[src/rtl/result_piso_tx_pkg.sv]
// Shared types and constants for the 2x2 result serial transmitter.
package result_piso_tx_pkg;

  typedef enum logic [1:0] {
    TX_IDLE  = 2'd0,
    TX_SHIFT = 2'd1,
    TX_DONE  = 2'd2
  } tx_state_t;

  localparam int unsigned N_WORDS    = 4;
  localparam int unsigned DEF_WORD_W = 4;
  localparam int unsigned FRAME_BITS = N_WORDS * DEF_WORD_W;

endpackage

[src/rtl/result_piso_tx_shift.sv]
// Single-word parallel-in/serial-out shift register.
// The outgoing bit is taken straight from a flop, so o_bit is registered.
module piso_shift_register #(
  parameter int unsigned WORD_W    = 4,
  parameter bit          MSB_FIRST = 1'b1
) (
  input  logic              clk,
  input  logic              nRST,
  input  logic              i_load,
  input  logic              i_shift,
  input  logic [WORD_W-1:0] i_d,
  output logic              o_bit
);

  logic [WORD_W-1:0] r_sr;

  // Load has priority over shift; vacated positions fill with zero.
  always_ff @(posedge clk or negedge nRST) begin
    if (!nRST) begin
      r_sr <= '0;
    end else if (i_load) begin
      r_sr <= i_d;
    end else if (i_shift) begin
      if (MSB_FIRST) r_sr <= {r_sr[WORD_W-2:0], 1'b0};
      else           r_sr <= {1'b0, r_sr[WORD_W-1:1]};
    end
  end

  assign o_bit = MSB_FIRST ? r_sr[WORD_W-1] : r_sr[0];

endmodule

[src/rtl/result_piso_tx.sv]
// Framed serial transmitter for the C00..C11 result words.
// A rising edge on send snapshots the four words and shifts them out
// word by word (C00 first) at the bit_en rate, then pulses done.
module result_piso_tx
  import result_piso_tx_pkg::*;
#(
  parameter int unsigned WORD_W    = 4,
  parameter bit          MSB_FIRST = 1'b1
) (
  input  logic              clk,
  input  logic              nRST,
  input  logic              send,
  input  logic              bit_en,
  input  logic [WORD_W-1:0] C00,
  input  logic [WORD_W-1:0] C01,
  input  logic [WORD_W-1:0] C10,
  input  logic [WORD_W-1:0] C11,
  output logic              sdo,
  output logic              frame,
  output logic              word_end,
  output logic              busy,
  output logic              done
);

  localparam int unsigned CNT_W = $clog2(WORD_W);
  localparam logic [CNT_W-1:0] LAST_BIT  = CNT_W'(WORD_W - 1);
  localparam logic [1:0]       LAST_WORD = 2'(N_WORDS - 1);

  tx_state_t         r_state;
  logic              r_send_q;
  logic [WORD_W-1:0] r_shadow [N_WORDS];
  logic [CNT_W-1:0]  r_bit_cnt;
  logic [1:0]        r_word_idx;
  logic              r_frame;
  logic              r_word_end;
  logic              r_done;

  logic              w_trig;
  logic              w_last_bit;
  logic              w_last_word;
  logic [CNT_W-1:0]  w_next_cnt;
  logic [1:0]        w_next_idx;
  logic              w_sr_load;
  logic              w_sr_shift;
  logic [WORD_W-1:0] w_sr_d;
  logic              w_sr_bit;

  assign w_trig      = send & ~r_send_q;
  assign w_last_bit  = (r_bit_cnt == LAST_BIT);
  assign w_last_word = (r_word_idx == LAST_WORD);
  assign w_next_cnt  = r_bit_cnt + CNT_W'(1);
  assign w_next_idx  = r_word_idx + 2'd1;

  // Shift-register control: the first word loads straight from C00 on the
  // launch edge; later words reload from the snapshot; zeros clear sdo at end.
  always_comb begin
    w_sr_load  = 1'b0;
    w_sr_shift = 1'b0;
    w_sr_d     = '0;
    case (r_state)
      TX_IDLE: begin
        if (w_trig) begin
          w_sr_load = 1'b1;
          w_sr_d    = C00;
        end
      end
      TX_SHIFT: begin
        if (bit_en) begin
          if (w_last_bit) begin
            w_sr_load = 1'b1;
            w_sr_d    = w_last_word ? '0 : r_shadow[w_next_idx];
          end else begin
            w_sr_shift = 1'b1;
          end
        end
      end
      default: begin
        w_sr_load = 1'b1;
        w_sr_d    = '0;
      end
    endcase
  end

  piso_shift_register #(
    .WORD_W    (WORD_W),
    .MSB_FIRST (MSB_FIRST)
  ) u_shift (
    .clk     (clk),
    .nRST    (nRST),
    .i_load  (w_sr_load),
    .i_shift (w_sr_shift),
    .i_d     (w_sr_d),
    .o_bit   (w_sr_bit)
  );

  // Edge detect, snapshot, bit/word counters and framing FSM.
  always_ff @(posedge clk or negedge nRST) begin
    if (!nRST) begin
      r_state    <= TX_IDLE;
      r_send_q   <= 1'b0;
      r_bit_cnt  <= '0;
      r_word_idx <= '0;
      r_frame    <= 1'b0;
      r_word_end <= 1'b0;
      r_done     <= 1'b0;
      for (int unsigned i = 0; i < N_WORDS; i++) r_shadow[i] <= '0;
    end else begin
      r_send_q <= send;
      case (r_state)
        TX_IDLE: begin
          r_done <= 1'b0;
          if (w_trig) begin
            r_shadow[0] <= C00;
            r_shadow[1] <= C01;
            r_shadow[2] <= C10;
            r_shadow[3] <= C11;
            r_state     <= TX_SHIFT;
            r_bit_cnt   <= '0;
            r_word_idx  <= '0;
            r_frame     <= 1'b1;
            r_word_end  <= (LAST_BIT == '0);
          end
        end
        TX_SHIFT: begin
          if (bit_en) begin
            if (w_last_bit) begin
              r_bit_cnt <= '0;
              if (w_last_word) begin
                r_state    <= TX_DONE;
                r_word_idx <= '0;
                r_frame    <= 1'b0;
                r_word_end <= 1'b0;
                r_done     <= 1'b1;
              end else begin
                r_word_idx <= w_next_idx;
                r_word_end <= (LAST_BIT == '0);
              end
            end else begin
              r_bit_cnt  <= w_next_cnt;
              r_word_end <= (w_next_cnt == LAST_BIT);
            end
          end
        end
        TX_DONE: begin
          r_done  <= 1'b0;
          r_state <= TX_IDLE;
        end
        default: begin
          r_state    <= TX_IDLE;
          r_frame    <= 1'b0;
          r_word_end <= 1'b0;
          r_done     <= 1'b0;
        end
      endcase
    end
  end

  assign sdo      = w_sr_bit;
  assign frame    = r_frame;
  assign word_end = r_word_end;
  assign done     = r_done;
  assign busy     = (r_state != TX_IDLE);

endmodule

[config.mk]
export PLATFORM = sky130hd
export DESIGN_NAME = result_piso_tx
export DESIGN_NICKNAME = d
export VERILOG_FILES = /design/src/rtl/result_piso_tx_pkg.sv /design/src/rtl/result_piso_tx_shift.sv /design/src/rtl/result_piso_tx.sv
export SDC_FILE = /design/constraint.sdc
export NUM_CORES = 1
export LEC_CHECK = 0
export ABC_AREA = 0
export CAP_MARGIN = 15
export CORE_UTILIZATION = 31
export DETAILED_ROUTE_END_ITERATION = 12
export PLACE_DENSITY = 0.59
export SLEW_MARGIN = 10
export SYNTH_ARGS = -nofsm -noshare
export SYNTH_HDL_FRONTEND = slang
export SYNTH_SLANG_ARGS = --single-unit
[constraint.sdc]
create_clock -name clk -period 1.56 [get_ports clk]
set_input_delay 0.156 -clock clk [delete_from_list [all_inputs] [get_ports clk]]
set_output_delay 0.156 -clock clk [all_outputs]
set_load 0.03 [all_outputs]
==> results.txt, run 1 <==
By count the netlist is led by sky130_fd_sc_hd__nand2_1, sky130_fd_sc_hd__dfrtp_1, sky130_fd_sc_hd__buf_2. The total nets after synthesis is 164. The flip-flop cell with the highest count after synthesis is sky130_fd_sc_hd__dfrtp_1. The worst voltage drop across the vdd grid is 0.693 mV.

The H-tree level count is 2. The complex-gate fraction of the synthesized area came out at 10.1%. Ranked by total cell area, the synthesized netlist is headed by sky130_fd_sc_hd__dfrtp_1, sky130_fd_sc_hd__nand2_1, sky130_fd_sc_hd__mux4_2. The number of port buffers came out at 24. The placed instance count came out at 227. The die area came out at 0.00503 mm^2. The number of flops mapped to enable cells by yosys is 0.

The initial detailed-routing violation count came out at 41. The largest net degree at the start of global routing is 31. Setup violations remaining at the end of the flow were counted as 4. The per-cell routed wire length came out at 13.6 um.

The path class of the tightest hold or removal check is input pin to async pin. The synthesized design spends more area on one cell type than any other, namely sky130_fd_sc_hd__dfrtp_1. The share of synthesized registers carrying an async set or reset came out at 100%. The deepest clock path buffer count came out at 2.

The setup path with the least slack is of type register to register. The worst pin sits at a relative slew slack of 74.2%. The final count of hold timing violations came out at 0. Once the floorplan was initialized, standard cells occupied 32.9% of the core. The clock transition time at the flip-flop clock pins of the worst setup and hold paths is 0.07 ns. The number of antenna violations at the first check in global routing is 0. The arrival time at the worst endpoint is 1.80 ns. The tree is rooted in a sky130_fd_sc_hd__clkbuf_8.

The remaining antenna violation count came out at 0. The xor-xnor portion of the synthesized cell area came out at 0%. The final number of max-transition violations came out at 0. The number of antenna diodes in the final layout is 0.

The post-layout minimum cycle time came out at 1.63 ns. The height of the die is 70.9 um. The core box area came out at 0.00447 mm^2. The TritonCTS clock tree is yes. The portion of the post-synthesis area used by sequential elements is 51.0%. Routability-driven placement finished with a final weighted congestion of 0.817.

The worst setup path is launched from a register. The count of pins on the block boundary came out at 25. The post-synthesis cell area came out at 0.00147 mm^2. The final global-route overflow total came out at 0. The worst-skew pair later-pin latency is 0.28 ns.

The area added between synthesis and finish came out at 38.1%. Of the total synthesized cell area, the portion taken by full adders, half adders and majority gates is 2.55%. The area share of the largest cell type after synthesis is 51.0%. The total of flip-flops plus latches after synthesis is 30. By area, the combinational part of the netlist is dominated by simple AND/OR/NAND/NOR gates. The transition time of the tightest slew-check pin is 0.386 ns. The number of iterations in the first detailed-routing pass came out at 9. The CTS sink count came out at 30. Across every metal layer, demand over resource in global routing totals 14.6%. The via count of the first global-routing pass came to 1240. Hold repair after CTS inserted 0 buffers. The number of warnings printed during yosys synthesis came out at 0. Total power for the finished layout comes to 3.66 mW.

The power density over the cells came out at 1800 mW/mm^2. The count of cell types in the netlist came out at 34. Summed over all layers, the routed wires come to 3250 um. The analysis attributes to cell leakage a power of 0.956 nW. Across the run, the number of max-cap violations was 0. The worst setup slack after layout is -0.0721 ns. The total via count after detailed routing came out at 1181. The worst-case clock skew is 0.00238 ns. Dividing the final minimum period by the clock period gives 105%. The capturing element type of the critical path is a register. The synthesized-area fraction occupied by and/or/nand/nor cells came out at 24.1%. The first global-routing pass estimated 5690 um of wire. The cell row count came out at 24.

The summed negative setup slack over all endpoints is -0.209 ns. The final hold slack came out at 0.256 ns. Setup repair after global routing could not meet its margin everywhere. The fraction of synthesized area in multiplexers came out at 7.90%.

The count of non-filler cells in the finished layout is 239. Buffers inserted during clock tree synthesis total 5. In the final design database the tool counted 209 nets. The most frequent cell after synthesis is sky130_fd_sc_hd__nand2_1.

The largest fanout on the critical path is 5. The final reports fail on DRC, setup timing. The residual DRC count came out at 2. The post-place setup slack came out at -0.181 ns.

Timing would allow up to 613 MHz. The flow ran to the end, but the final reports show violations. The proportion of layout cells with a drive suffix above 1 is 25.7%.

The x dimension of the die is 70.9 um. The average vias per placed instance is 4.94. The average cell area after synthesis is 10.4 um^2.

The data required time of the worst path came out at 1.73 ns. After legalization and detailed placement, the total HPWL measured 2350 um. Synthesis produced a netlist whose cell count is 141.
placed cells by master, fill, tap and decap left out, drive strengths merged, types with 3 or more instances in the layout:
cell type / count
a21o: 4
and3: 4
mux4: 4
nor2: 4
o32a: 3
nand2: 41
clkdlybuf4s50: 23
ha: 3
dfrtp: 30
nand3: 3
inv: 5
a311oi: 3
clkbuf: 7
and2: 3
nand2b: 5
buf: 22
flip-flops by register name, indices dropped and copies added, names as in the netlist:
register and flops:
r_bit_cnt 2, done 1, r_send_q 1, word_end 1, frame 1, r_state 2, r_word_idx 2, r_shadow 16
u_shift.r_sr 4
routing by layer:
metal | up-vias | part of all wire [%] | track usage (%)
li1 | 579 | - | -
met2 | 26 | 46 | 23.4
met4 | 0 | 1.4 | 5.33
met3 | 8 | 5.0 | 4.13
met5 | - | 0 | 0
met1 | 568 | 47 | 19.0
report_power, final:
| group | switching, mW | total [mW] | internal, mW |
|---|---|---|---|
| clock | 0.307 | 0.661 | 0.354 |
| sequential | 0.236 | 1.37 | 1.14 |
| combinational | 0.703 | 1.63 | 0.923 |
| total | 1.25 | 3.66 | 2.41 |
critical path, cell delays in order (launching register included):
cell and delay (ns):
sky130_fd_sc_hd__dfrtp_2 0.45, sky130_fd_sc_hd__ha_4 0.31, sky130_fd_sc_hd__mux4_2 0.29, sky130_fd_sc_hd__and3_4 0.16, sky130_fd_sc_hd__o32a_1 0.32
per-stage QoR:
| step | utilization, % | instance area [um^2] |
|---|---|---|
| 5_1_grt | 45.4 | 2030 |
| 3_3_place_gp | 42.1 | 1880 |
| 6_report | 45.4 | 2030 |
| 3_5_place_dp | 42.1 | 1880 |
| 4_1_cts | 45.1 | 2020 |
| 2_1_floorplan | - | 1490 |
final cells by class:
cell class	count	area, um^2
fill	428	2440
timing repair buffer	46	413
sequential	30	754
multi-input combinational	98	687
tap	52	65.1
inverter	5	18.8
clock buffer	6	82.6
clock inverter	2	12.5
cell families (layout without fill, tap and decap cells):
| family | Yosys count | after routing |
|---|---|---|
| flops | 30 | 30 |
| mux | 6 | 6 |
| buf+inv | 13 | 59 |
| compound gates | 19 | 19 |
| fa+ha+maj | 3 | 3 |
| simple gates | 70 | 70 |
worst paths after layout:
kind / startpoint / to / slack, ns / cells past startpoint
max reg2reg: r_word_idx[0] / u_shift.r_sr[3] / -0.07 / 4
max: r_word_idx[0] / u_shift.r_sr[3] / -0.07 / 4
min: nRST / done / 0.26 / 2
max in group asynchronous: nRST / r_send_q / 0.99 / 2
min reg2reg: r_shadow[4] / r_shadow[4] / 0.48 / 2
min in group clk: C11[1] / r_shadow[1] / 0.40 / 3
what timing repair did:
item,CTS,global route
pin swaps,4,2
gates cloned,0,0
resized for setup,6,3
buffers inserted,2,2
setup endpoints to repair,8,7
No activity file was read; power rests on OpenSTA's default activity.
==> run 2, diff against run 1 <==
Settings changed: PLACE_DENSITY 0.59 to 0.49.
==> run 2 against run 1 <==
Against the previous run: the run ends with setup timing left; worst setup slack lost 0.010 ns; clock-buffer cell count down 1; cell area rose by 1.5%; non-clock buffer count up 2; total power grew 2.5%; register-to-register slack is essentially flat; critical path type unchanged; largest cell class unchanged.
==> results.txt, run 2 (synthesis results as in run 1) <==
The flow ran to the end, but the final reports show violations. The checks that failed: setup timing. The post-layout minimum cycle time came out at 1.64 ns. Ranked by flip-flop count, first place goes to r_shadow. The x dimension of the die is 70.9 um.

For this configuration, the core starts out at a cell density of 32.9%. The worst voltage drop across the vdd grid is 0.686 mV. Clock skew on the completed layout was measured at 0.00930 ns. The average vias per placed instance came out at 4.83. The final net count is 211.

The clock root buffer is sky130_fd_sc_hd__clkbuf_8. The core box area is 0.00447 mm^2. The final count of hold timing violations is 0. The number of max-cap violations came out at 0. The initial detailed-routing violation count came out at 38. The count of pins on the block boundary is 25. In this run the remaining antenna-violating nets after routing total 0.

The die covers 0.00503 mm^2. Data on the critical path arrives at its endpoint at 1.81 ns. The setup violation total in the final timing report is 3. The aggregate global-route resource usage came out at 14.6%. Across all layers, the routed design uses 1164 vias. STA classifies the critical path startpoint as a register. Measured along the y axis, the die boundary spans 70.9 um.

The worst setup slack after layout came out at -0.0825 ns. The path class of the tightest hold or removal check is input pin to async pin. The final-layout fill cell count is 420. The data required time of the worst path came out at 1.73 ns. The TritonCTS clock tree is yes.

Relative to the synthesized area, the layout overhead comes to 40.1%. After detailed routing, the total wire length is 3250 um. The per-cell routed wire length came out at 13.5 um. The final number of max-transition violations is 0.

For the worst-skew pair, the clock arrives at the later sink with an insertion delay of 0.28 ns. The first-pass GRT wire length is 5580 um. Leaving out fill and tap cells, the most frequent cell in the layout is sky130_fd_sc_hd__nand2_1. Counting along the longest clock path gives a buffer depth of 2.

The number of iterations in the first detailed-routing pass came out at 4. During placement, the flow inserted port buffers numbering 24. The worst slew slack as a fraction of its limit came out at 74.1%. The transition time of the tightest slew-check pin is 0.389 ns. For this run, design rule violations remaining after detail routing come to 0.

The congestion estimate from routability-driven global placement came to 0.701. The HPWL after detailed placement came out at 2360 um. The post-route netlist has 25.4% of its cells at a drive strength greater than 1.

The CTS sink count is 30. The H-tree level count is 2. Final hold analysis gives a worst-case slack of 0.260 ns. The achievable clock frequency came out at 609 MHz.

The total inserted antenna cells is 0. The worst setup path is captured at a register. Row generation in the floorplan step produced 24 rows. The register with the most flip-flops in the layout has 16 of them.

The power consumption is 3.75 mW. Setup repair after global routing could not meet its margin everywhere. Clock-pin slew was measured on the worst setup and hold paths at 0.07 ns. After global routing the overflow that remains totals 0.

The worst setup path is of the register to register kind. The largest registers in the layout are r_shadow (16), u_shift.r_sr (4). The via count of the first global-routing pass was 1178. The number of buffers created by CTS is 5.

The final worst-path cycle share came out at 105%. The power density over the cells came out at 1820 mW/mm^2. The post-layout utilization of the core came out at 46.1%. The leakage power came out at 0.982 nW. The number of antenna violations at the first check in global routing came to 0. Leaving out fill and tap cells, the most frequent cells in the layout are sky130_fd_sc_hd__nand2_1, sky130_fd_sc_hd__dfrtp_1, sky130_fd_sc_hd__clkdlybuf4s50_1, sky130_fd_sc_hd__buf_4. The largest fanout on the critical path is 5. Entering global routing, the biggest net connects 31 pins.
## run 2: path summary, 6_finish.rpt
| path | startpoint | end | slack (ns) | depth (start not counted) |
|---|---|---|---|---|
| worst max register to register | r_word_idx[0] | u_shift.r_sr[3] | -0.08 | 4 |
| min in group clk | C10[0] | r_shadow[4] | 0.40 | 3 |
| worst max-delay path | r_word_idx[0] | u_shift.r_sr[3] | -0.08 | 4 |
| max in group asynchronous | nRST | r_word_idx[0] | 0.98 | 2 |
| worst min register to register | r_shadow[4] | r_shadow[4] | 0.47 | 2 |
| worst min-delay path | nRST | frame | 0.26 | 2 |
## run 2: per-stage QoR
| stage | setup slack [ns] | cell area (um^2) | TNS, ns | std cells |
|---|---|---|---|---|
| 6_report | -0.0825 | 2060 | -0.218 | 241 |
| 5_1_grt | -0.110 | 2060 | -0.315 | 241 |
| 4_1_cts | -0.0838 | 2060 | -0.220 | 241 |
| 3_5_place_dp | -0.261 | 1910 | -2.45 | 229 |
| 3_3_place_gp | -0.210 | 1910 | -1.57 | 229 |
| 2_1_floorplan | -0.0304 | 1490 | -0.0603 | 141 |
## run 2: area by class of cell
| type | instances | area, um^2 | area share, % |
|---|---|---|---|
| sequential | 30 | 753 | 36.5 |
| inverter | 5 | 18.8 | 0.910 |
| tap | 52 | 65.1 | 3.15 |
| multi-input combinational | 98 | 689 | 33.4 |
| clock buffer | 5 | 68.8 | 3.34 |
| timing repair buffer | 48 | 428 | 20.7 |
| clock inverter | 3 | 40.0 | 1.94 |
## run 2: critical path, cell delays in order, from the launching register on
cell,delay [ns]
sky130_fd_sc_hd__dfrtp_2,0.44
sky130_fd_sc_hd__ha_4,0.32
sky130_fd_sc_hd__mux4_2,0.30
sky130_fd_sc_hd__and3_1,0.16
sky130_fd_sc_hd__o32a_1,0.32
## run 2: what timing repair did
action / in CTS / in global routing
gates cloned: 0 / 0
hold buffers: 0 / 0
buffers inserted: 4 / 0
endpoints found under the setup margin: 8 / 6
gates resized for setup: 5 / 3
pin swaps: 2 / 1
## run 2: metal layers
metal	global-route usage [%]	share of wire (%)	routed length, um	vias to the layer above
met5	0	0	0	-
li1	-	-	-	581
met2	21.6	46	1490	23
met1	19.8	49	1600	556
met4	5.33	1.1	36	0
met3	5.13	3.7	119	4
## run 2: power breakdown
group / internal, mW / leakage (nW) / switching, mW
combinational: 0.909 / 0.557 / 0.701
clock: 0.469 / 0.0579 / 0.302
sequential: 1.14 / 0.367 / 0.234
==> run 3, diff against run 2 <==
Clock period 1.56 ns to 1.35 ns, I/O delays scaled along.
==> run 3 against run 2 <==
Against the previous run: the flow still finishes with violations (setup timing); total power is 38% higher; critical path depth stayed put; global-route usage is 2.0 points higher; register-to-register slack worse by 0.21 ns; die area stayed put; clock-buffer cell count is 1 higher; first-iteration DRC count is 66% higher; hold slack worse by 0.044 ns; sequential power is 19% higher; core utilization is 7.3 points higher; via count is 4.9% higher; critical path type unchanged; largest power group unchanged.
==> results.txt, run 3 (synthesis results as in run 1) <==
The flow ran to the end, but the final reports show violations. The final reports fail on setup timing. The final count of hold timing violations is 0. On the final layout, the worst clock skew is 0.00950 ns.

The number of max-cap violations came out at 0. After global routing, the most crowded layer is met2. The residual DRC count came out at 0. The first global-routing pass estimated 6220 um of wire. Once detail routing completed, the nets flagged for antenna violations numbered 0. The worst hold path belongs to the class input pin to async pin. The global routing met2 resource utilization came out at 25.4%. The HPWL after detailed placement is 2350 um. Entering global routing, the biggest net connects 31 pins. Power spread over the standard cell area amounts to 2170 mW/mm^2. The initial core utilization is 32.9%. The arrival time at the worst endpoint is 1.81 ns. The core box area is 0.00447 mm^2.

After clock tree synthesis, the clock-pin slew on the worst setup and hold paths is 0.07 ns. The summed negative setup slack over all endpoints came out at -3.10 ns. The die area came out at 0.00503 mm^2. Once placement finished, the instance area stood at 0.00196 mm^2. The routed layout has 1221 vias. The leakage power is 1.11 nW. The worst setup path is of the register to register kind.

The met3 global-route usage is 4.84%. The flip-flop count of the largest register after layout came out at 16. The number of buffers created by CTS came out at 5. In this run the tightest slew margin relative to its limit is 79.8%. Counting I/O delays and the setup requirement, the final critical path takes 1.64 ns. The largest registers in the layout are r_shadow (16), u_shift.r_sr (4). The setup violation total in the final timing report came out at 27. Measured along the y axis, the die boundary spans 70.9 um. Counting the fill cells in the layout gives 395.

The average vias per placed instance came out at 4.83. In the post-route analysis, the smallest setup slack over all paths is -0.292 ns. The number of antenna violations at the first check in global routing came out at 0. In the final layout, the share of cells above drive strength 1 is 42.3%. The capturing element type of the critical path is a register. Leaving out fill and tap cells, the most frequent cell in the layout is sky130_fd_sc_hd__dfrtp_1. The final worst-path cycle share is 122%. The area added between synthesis and finish is 62.2%. The achievable clock frequency came out at 609 MHz. The post-layout utilization of the core is 53.4%. During I/O placement, the number of pins put on the boundary was 25. In this run the number of H-tree levels came out at 2.

After the first detailed-routing iteration, the DRC count stood at 63. The x dimension of the die came out at 70.9 um. After detailed routing, the average wire length per cell comes to 14.2 um. The total overflow left after global routing is 0. The aggregate global-route resource usage came out at 16.6%. The total inserted antenna cells came out at 0. The power consumption is 5.17 mW. The cell with the biggest individual delay on the critical path is sky130_fd_sc_hd__dfrtp_2. The signal on the critical path passes through ha_4 > mux4_2 > and3_4 > o32a_1.

Data on the critical path is required at its endpoint by 1.52 ns. The type of origin of the critical path is a register. The delay of the slowest cell on the worst path is 0.44 ns.

The transition time of the tightest slew-check pin came out at 0.304 ns. The final net count is 223. The initialized floorplan defines 24 standard-cell rows. The met1 capacity usage during global routing is 22.6%. Across the VDD grid, the largest voltage drop is 0.773 mV. The largest fanout on the critical path is 5. The deepest clock path buffer count came out at 2. Counting every sink on the clock net gives 30. The tree is rooted in a sky130_fd_sc_hd__clkbuf_8. The total detailed-routing wirelength came out at 3600 um. The area of all placed cells without fillers came out at 0.00239 mm^2. The hold buffer count at cts is 0. The number of port buffers is 24.

The clock reaches the later pin of the worst-skew pair after 0.29 ns. Setup repair after global routing could not meet its margin everywhere. The via count of the first global-routing pass is 1238. The congestion estimate from routability-driven global placement came to 0.770. TritonCTS built the clock tree.

r_shadow holds more flip-flops than any other register. The library cells used most frequently in the layout, excluding fill and tap cells, are sky130_fd_sc_hd__dfrtp_1, sky130_fd_sc_hd__nand2_1, sky130_fd_sc_hd__buf_4, sky130_fd_sc_hd__clkdlybuf4s50_1, sky130_fd_sc_hd__nand2_2. The final number of max-transition violations came to 0. The final hold slack came out at 0.216 ns.

The number of iterations in the first detailed-routing pass is 4.
run 3: cell count changes in the layout (fill, tap and decap cells not counted), moves of 2 or more:
cell	before	now
sky130_fd_sc_hd__nand2_4	0	3
sky130_fd_sc_hd__buf_6	0	11
sky130_fd_sc_hd__mux2_2	2	0
sky130_fd_sc_hd__mux2_4	0	2
sky130_fd_sc_hd__buf_8	0	2
sky130_fd_sc_hd__buf_4	23	20
sky130_fd_sc_hd__buf_12	1	3
sky130_fd_sc_hd__dlygate4sd2_1	0	4
sky130_fd_sc_hd__clkdlybuf4s50_1	23	19
sky130_fd_sc_hd__nand2_1	41	25
sky130_fd_sc_hd__clkinv_2	2	0
sky130_fd_sc_hd__nand2_2	0	13
run 3: per-stage QoR:
stage,std cells,worst slack [ns]
after floorplan,141,-0.212
after global placement,232,-0.341
after detailed placement,232,-0.409
after CTS,252,-0.308
after global routing,253,-0.332
final,253,-0.292
run 3: final timing paths:
kind                            depth (start not counted)  slack (ns)         endpoint     startpoint
worst max-delay path                                    4       -0.29  u_shift.r_sr[3]  r_word_idx[0]
max in group asynchronous                               2        0.95       r_state[0]           nRST
worst min-delay path                                    2        0.22      r_shadow[4]           nRST
worst max register to register                          4       -0.29  u_shift.r_sr[3]  r_word_idx[0]
min in group clk                                        3        0.37      r_shadow[2]         C11[2]
worst min register to register                          1        0.47            frame          frame
run 3: worst max-delay path: cells and delay by family, from the launching register on:
family | cells | cell delay (ns)
flip-flops | 1 | 0.44
AO/OA/AOI/OAI | 1 | 0.32
adder cells (fa/ha/maj) | 1 | 0.31
multiplexers | 1 | 0.30
AND/OR/NAND/NOR | 1 | 0.16
run 3: layout make-up:
cell class,count,area [um^2],share of cell area [%]
timing repair buffer,60,617,25.8
sequential,30,754,31.6
clock inverter,2,60.1,2.51
multi-input combinational,98,791,33.1
tap,52,65.1,2.72
clock buffer,6,82.6,3.46
inverter,5,18.8,0.786
run 3: power by group:
group	switching (mW)	internal, mW
combinational	0.986	1.42
sequential	0.318	1.31
clock	0.346	0.787
run 3: metal layers:
layer | part of all wire, % | wire length (um) | up-vias
li1 | - | - | 610
met1 | 49 | 1760 | 579
met2 | 46 | 1670 | 28
met3 | 3.9 | 139 | 4
met4 | 1.1 | 38 | 0
met5 | 0 | 0 | -
run 3: what timing repair did:
| item | CTS | global route |
|---|---|---|
| pin swaps | 15 | 5 |
| endpoints found under the setup margin | 33 | 29 |
| cloned | 2 | 0 |
| buffers inserted | 10 | 1 |
| resized for setup | 44 | 16 |
